## src/rtl/apb_cmd_master_pkg.sv

```systemverilog
// apb_cmd_master_pkg: shared types and constants for the APB command master and its wait timer.
//   state_t          - transfer FSM encoding (IDLE, SETUP, ACCESS, RESP)
//   TO_WIDTH         - width of the saturating wait-state counter
//   DEFAULT_TIMEOUT  - default number of PREADY-low ACCESS cycles before abort
//   sat_inc()        - saturating increment used by the wait timer
package apb_cmd_master_pkg;

    typedef enum logic [1:0] {
        IDLE   = 2'd0,
        SETUP  = 2'd1,
        ACCESS = 2'd2,
        RESP   = 2'd3
    } state_t;

    localparam int TO_WIDTH        = 8;
    localparam int DEFAULT_TIMEOUT = 16;

    function automatic logic [TO_WIDTH-1:0] sat_inc(input logic [TO_WIDTH-1:0] v);
        return (v == {TO_WIDTH{1'b1}}) ? v : v + 1'b1;
    endfunction

endpackage

```

## src/rtl/apb_cmd_master_wait_timer.sv

```systemverilog
// apb_wait_timer: saturating wait-state counter with an expiry flag, reusable by APB bridges.
//   RegClk, RegReset - clock and asynchronous active-high reset
//   clear            - force the count to 0 (wins over enable)
//   enable           - count one more wait cycle
//   expired          - high in the enabled cycle in which the count reaches TIMEOUT_CYCLES
module apb_wait_timer
    import apb_cmd_master_pkg::*;
#(
    parameter int TIMEOUT_CYCLES = DEFAULT_TIMEOUT
) (
    input  logic RegClk,
    input  logic RegReset,
    input  logic clear,
    input  logic enable,
    output logic expired
);

    logic [TO_WIDTH-1:0] count;
    logic [TO_WIDTH-1:0] count_nxt;
    logic [TO_WIDTH-1:0] limit;

    assign limit = TIMEOUT_CYCLES[TO_WIDTH-1:0];

    always_comb begin
        count_nxt = clear ? '0 : (enable ? sat_inc(count) : count);
    end

    // Flag the cycle whose wait brings the count up to the limit, so the
    // owner can abort on exactly the TIMEOUT_CYCLES-th wait cycle.
    assign expired = enable && !clear && (count_nxt == limit);

    always_ff @(posedge RegClk or posedge RegReset) begin
        if (RegReset)
            count <= '0;
        else
            count <= count_nxt;
    end

endmodule

```

## src/rtl/apb_cmd_master.sv

```systemverilog
// apb_cmd_master: single-outstanding APB3 requester with a PREADY wait-state timeout.
//   RegClk, RegReset             - clock and asynchronous active-high reset
//   cmd_valid/cmd_ready          - command handshake; cmd_write, cmd_addr, cmd_wdata carry the command
//   rsp_valid/rsp_ready          - response handshake; rsp_rdata, rsp_err, rsp_timeout carry the result
//   PSEL, PENABLE, PWRITE, PADDR, PWDATA, PREADY, PRDATA, PSLVERR - APB3 requester interface
module apb_cmd_master
    import apb_cmd_master_pkg::*;
#(
    parameter int ADDR_WIDTH     = 8,
    parameter int TIMEOUT_CYCLES = DEFAULT_TIMEOUT
) (
    input  logic                  RegClk,
    input  logic                  RegReset,
    input  logic                  cmd_valid,
    output logic                  cmd_ready,
    input  logic                  cmd_write,
    input  logic [ADDR_WIDTH-1:0] cmd_addr,
    input  logic [31:0]           cmd_wdata,
    output logic                  rsp_valid,
    input  logic                  rsp_ready,
    output logic [31:0]           rsp_rdata,
    output logic                  rsp_err,
    output logic                  rsp_timeout,
    output logic                  PSEL,
    output logic                  PENABLE,
    output logic                  PWRITE,
    output logic [ADDR_WIDTH-1:0] PADDR,
    output logic [31:0]           PWDATA,
    input  logic                  PREADY,
    input  logic [31:0]           PRDATA,
    input  logic                  PSLVERR
);

    state_t state, state_nxt;
    logic   timer_clear;
    logic   timer_en;
    logic   timer_expired;
    logic   accept;
    logic   finish;

    apb_wait_timer #(
        .TIMEOUT_CYCLES(TIMEOUT_CYCLES)
    ) u_wait_timer (
        .RegClk  (RegClk),
        .RegReset(RegReset),
        .clear   (timer_clear),
        .enable  (timer_en),
        .expired (timer_expired)
    );

    always_ff @(posedge RegClk or posedge RegReset) begin
        if (RegReset)
            state <= IDLE;
        else
            state <= state_nxt;
    end

    // cmd_ready is masked by reset so every output reads 0 while reset is held.
    always_comb begin
        state_nxt   = state;
        cmd_ready   = 1'b0;
        rsp_valid   = 1'b0;
        PSEL        = 1'b0;
        PENABLE     = 1'b0;
        timer_clear = 1'b0;
        timer_en    = 1'b0;
        accept      = 1'b0;
        finish      = 1'b0;
        case (state)
            IDLE: begin
                cmd_ready = !RegReset;
                accept    = cmd_valid;
                state_nxt = cmd_valid ? SETUP : IDLE;
            end
            SETUP: begin
                PSEL        = 1'b1;
                timer_clear = 1'b1;
                state_nxt   = ACCESS;
            end
            ACCESS: begin
                PSEL      = 1'b1;
                PENABLE   = 1'b1;
                timer_en  = !PREADY;
                finish    = PREADY || timer_expired;
                state_nxt = finish ? RESP : ACCESS;
            end
            RESP: begin
                rsp_valid = 1'b1;
                state_nxt = rsp_ready ? IDLE : RESP;
            end
            default: state_nxt = IDLE;
        endcase
    end

    // PREADY wins over a same-cycle expiry; only completed reads return PRDATA.
    always_ff @(posedge RegClk or posedge RegReset) begin
        if (RegReset) begin
            PWRITE      <= 1'b0;
            PADDR       <= '0;
            PWDATA      <= '0;
            rsp_rdata   <= '0;
            rsp_err     <= 1'b0;
            rsp_timeout <= 1'b0;
        end else begin
            if (accept) begin
                PWRITE <= cmd_write;
                PADDR  <= cmd_addr;
                PWDATA <= cmd_wdata;
            end
            if (finish) begin
                rsp_rdata   <= (PREADY && !PWRITE) ? PRDATA : 32'h0;
                rsp_err     <= PREADY ? PSLVERR : 1'b1;
                rsp_timeout <= !PREADY;
            end
        end
    end

endmodule

```

## config.mk

```make
export PLATFORM = sky130hd
export DESIGN_NAME = apb_cmd_master
export DESIGN_NICKNAME = d
export VERILOG_FILES = /design/src/rtl/apb_cmd_master_pkg.sv /design/src/rtl/apb_cmd_master_wait_timer.sv /design/src/rtl/apb_cmd_master.sv
export SDC_FILE = /design/constraint.sdc
export NUM_CORES = 1
export LEC_CHECK = 0
export ABC_AREA = 1
export BUFFER_PORTS_ARGS = -buffer_cell sky130_fd_sc_hd__buf_4
export CAP_MARGIN = 15
export CORE_ASPECT_RATIO = 0.7
export CORE_MARGIN = 3
export CORE_UTILIZATION = 32
export CTS_BUF_LIST = sky130_fd_sc_hd__clkbuf_2 sky130_fd_sc_hd__clkbuf_4 sky130_fd_sc_hd__clkbuf_8
export CTS_CLUSTER_SIZE = 14
export DETAILED_ROUTE_END_ITERATION = 16
export SYNTH_ARGS = -nofsm -noshare
export SYNTH_HDL_FRONTEND = slang
export SYNTH_SLANG_ARGS = --single-unit
```

## constraint.sdc

```tcl
create_clock -name RegClk -period 3.15 [get_ports RegClk]
set_input_delay 0.63 -clock RegClk [delete_from_list [all_inputs] [get_ports RegClk]]
set_output_delay 0.63 -clock RegClk [all_outputs]
set_load 0.1 [all_outputs]
```

==> load_flow_metrics.sql <==
INSERT INTO impl_metrics (metric_group, metric, value, unit) VALUES
('status', 'outcome', 'completed', ''),
('floorplanning', 'dieArea', '13000', 'um^2'),
('place', 'finalWeightedCongestion', '0.841', ''),
('worst_setup_path', 'worst_ep_required_time', '3.39', 'ns'),
('timing', 'slew_headroom', '32.0', '%'),
('clock_tree', 'post_cts_buffers', '0', ''),
('timing', 'hold_viol_final', '0', ''),
('min_path', 'timing.hold.worst.class', 'in2async', ''),
('timing', 'worstMarginPinSlew', '1.02', 'ns'),
('clock_tree', 'cts_tree', 'built', ''),
('global_route', 'grt_antenna_before_repair', '0', ''),
('place', 'port_buffer_cells', '157', ''),
('clock_tree', 'postCtsHoldBufs', '0', ''),
('clock_tree', 'post_cts.resized_instances', '0', ''),
('synthesis', 'postSynthNetCount', '441', ''),
('global_route', 'grt_max_degree', '86', ''),
('worst_setup_path', 'cp-start-kind', 'flip-flop', ''),
('synthesis', 'synth_cell_types', '26', ''),
('final_layout', 'areaGrowthSynthToFinish', '41.0', '%'),
('worst_setup_path', 'worst-endpoint-arrival', '2.73', 'ns'),
('final_layout', 'final_layout_size_suffix_gt1_share', '45.8', '%'),
('synthesis', 'cell_type_with_the_largest_total_area_after_synthesis', 'dfrtp_1', ''),
('detailed_routing', 'dr.pass1.iters', '4', ''),
('final_layout', 'utilization', '47.0', '%'),
('global_route', 'first_global_vias', '2956', ''),
('timing', 'finalClockSkew', '0.0141', 'ns'),
('timing', 'slew_violations', '0', ''),
('detailed_routing', 'vias_per_cell', '4.61', ''),
('synthesis', 'synth_top_cell_area_share', '57.1', '%'),
('synthesis', 'yosys_register_bits', '85', ''),
('timing', 'period_minus_slack', '2.49', 'ns'),
('detailed_routing', 'number_of_nets_with_antenna_violations_after_detailed_routing', '0', ''),
('place', 'detailed_place_hpwl', '6920', 'um'),
('flow_run', 'max_cap_violations', '0', ''),
('timing', 'fin_worst_hold_slack', '0.378', 'ns'),
('place', 'post_dp_cell_area', '5020', 'um^2'),
('floorplanning', 'num_rows', '32', ''),
('timing', 'unrepaired_setup_endpoints_after_global_routing', 'false', ''),
('detailed_routing', 'first_iter_violations', '198', ''),
('timing', 'post-route-period-util', '78.9', '%'),
('floorplanning', 'pin_count', '158', ''),
('synthesis', 'postSynthAreaPerCell', '10.5', 'um^2'),
('final_layout', 'num_antenna_cells', '0', ''),
('final_layout', 'postLayoutCellArea', '5250', 'um^2'),
('detailed_routing', 'wl', '9750', 'um'),
('worst_setup_path', 'endpoint_kind', 'flip-flop', ''),
('clock_tree', 'clk_path_buf_depth', '2', ''),
('floorplanning', 'die_height', '96.2', 'um'),
('final_layout', 'fill_cells', '1067', ''),
('detailed_routing', 'wire_per_inst', '14.6', 'um'),
('floorplanning', 'fp.coreArea', '11200', 'um^2'),
('worst_setup_path', 'maximum_fanout_encountered_on_the_critical_timing_path', '35', ''),
('clock_tree', 'htreeDepth', '3', ''),
('worst_setup_path', 'setup_cp_type', 'reg2reg', ''),
('clock_tree', 'clk_latency', '0.35', 'ns'),
('synthesis', 'yosys-top-cells-area', 'dfrtp_1 57%, mux2_2 12%, nand2_1 9.7%, nand4_1 5.7%, inv_1 2.4%', ''),
('timing', 'final-setup-viol-count', '0', ''),
('final_layout', 'fin_nets', '593', ''),
('synthesis', 'mappedNetlistArea', '3720', 'um^2'),
('synthesis', 'synth_warnings', '0', ''),
('global_route', 'grt.overflow.total', '0', ''),
('synthesis', 'seq_area_frac_synth', '57.1', '%'),
('detailed_routing', 'dr_total_vias', '3073', ''),
('global_route', 'grt_pass1_wl', '15200', 'um'),
('detailed_routing', 'drt_drc_violations_left', '0', ''),
('timing', 'fmaxAchievable', '402', 'MHz'),
('synthesis', 'syn-instance-count', '356', ''),
('clock_tree', 'cts_inserted_buffers', '9', ''),
('floorplanning', 'initial_utilization', '33.3', '%'),
('timing', 'fin_setup_tns', '0', 'ns'),
('clock_tree', 'worst_setup_hold_path_clk_slew', '0.09', 'ns'),
('global_route', 'track_usage', '14.9', '%'),
('clock_tree', 'cts_num_sinks', '85', ''),
('floorplanning', 'die_width', '135', 'um'),
('clock_tree', 'clk_root_buffer_cell', 'clkbuf_8', '');
==> metrics by stage <==
stage	setup slack, ns	instances
final	0.664	666
after global routing	0.365	666
after CTS	0.683	666
after detailed placement	0.659	650
after global placement	0.690	650
after floorplan	0.327	356
==> routing by layer <==
metal,vias up,track usage [%],wire length [um]
met5,-,0,0
met3,6,5.43,817
met4,0,3.90,76
li1,1487,-,-
met1,1462,20.7,4500
met2,118,22.1,4350
==> critical path, cell delays in order (launching register included) <==
cell and delay, ns:
dfrtp_1 0.41, inv_1 0.14, ha_2 0.43, inv_2 0.10
nor2_4 0.15, nand2_1 0.09, nor2_1 0.09, nand2_1 0.05
nand3_1 0.11, nand3_1 0.09, nor2_1 0.11, nand2_1 0.07
nand2_2 0.07, nand2_4 0.23, nand2_1 0.15, nand2_1 0.06
==> registers in the layout (all words and copies together), names as in the netlist <==
register / cells
PADDR: 8
PWRITE: 1
rsp_rdata: 32
PWDATA: 32
u_wait_timer.count: 8
rsp_err: 1
state: 2
rsp_timeout: 1
==> path summary, 6_finish.rpt <==
path / start / to / slack (ns) / cells past startpoint
max: state[0] / rsp_rdata[20] / 0.66 / 15
min in group RegClk: rsp_rdata[8] / rsp_rdata[8] / 0.48 / 2
max reg2reg: state[0] / rsp_rdata[20] / 0.66 / 15
min: RegReset / u_wait_timer.count[4] / 0.38 / 3
min reg2reg: rsp_rdata[8] / rsp_rdata[8] / 0.48 / 2
max in group asynchronous: RegReset / PWDATA[3] / 2.43 / 3
==> cells by family after synthesis <==
logic type	synth area share (%)
compound gates	1.71
fa+ha+maj	2.02
buf+inv	5.48
flops	57.1
mux	12.1
simple gates	21.5
==> cell usage after synthesis <==
library cell  instances
a211oi_1              1
a21oi_1               5
a21oi_2               3
buf_1                 4
buf_4                 1
buf_6                 4
clkbuf_1              9
clkinv_2              1
dfrtp_1              85
ha_1                  6
inv_1                24
inv_2                 2
mux2_2               40
nand2_1              96
nand2_2               2
nand2_4               2
nand3_1              15
nand3_2               1
nand4_1              34
nor2_1               10
nor2_2                2
nor2_4                2
nor3_1                4
nor3_2                1
o21ai_1               1
or2_2                 1
==> cells in the final DEF, fill, tap and decap left out, types with 10 or more instances in the layout <==
master    count
nand3_1      15
nor2_1       10
nand4_1      34
dfrtp_1      85
mux2_2       40
nand2_1      95
clkbuf_8     10
buf_4       158
inv_1        23
==> layout make-up <==
class	count	area (um^2)	area share, %
clock inverters	6	86.3	1.64
well taps	153	191	3.65
flip-flops and latches	85	2130	40.5
clock buffers	10	138	2.62
repair buffers	159	1210	23.0
inverters	27	104	1.98
multi-input cells	226	1400	26.6
Power is not shown: default switching activity piles up to over one toggle a cycle in this logic, so the estimate is an artifact.
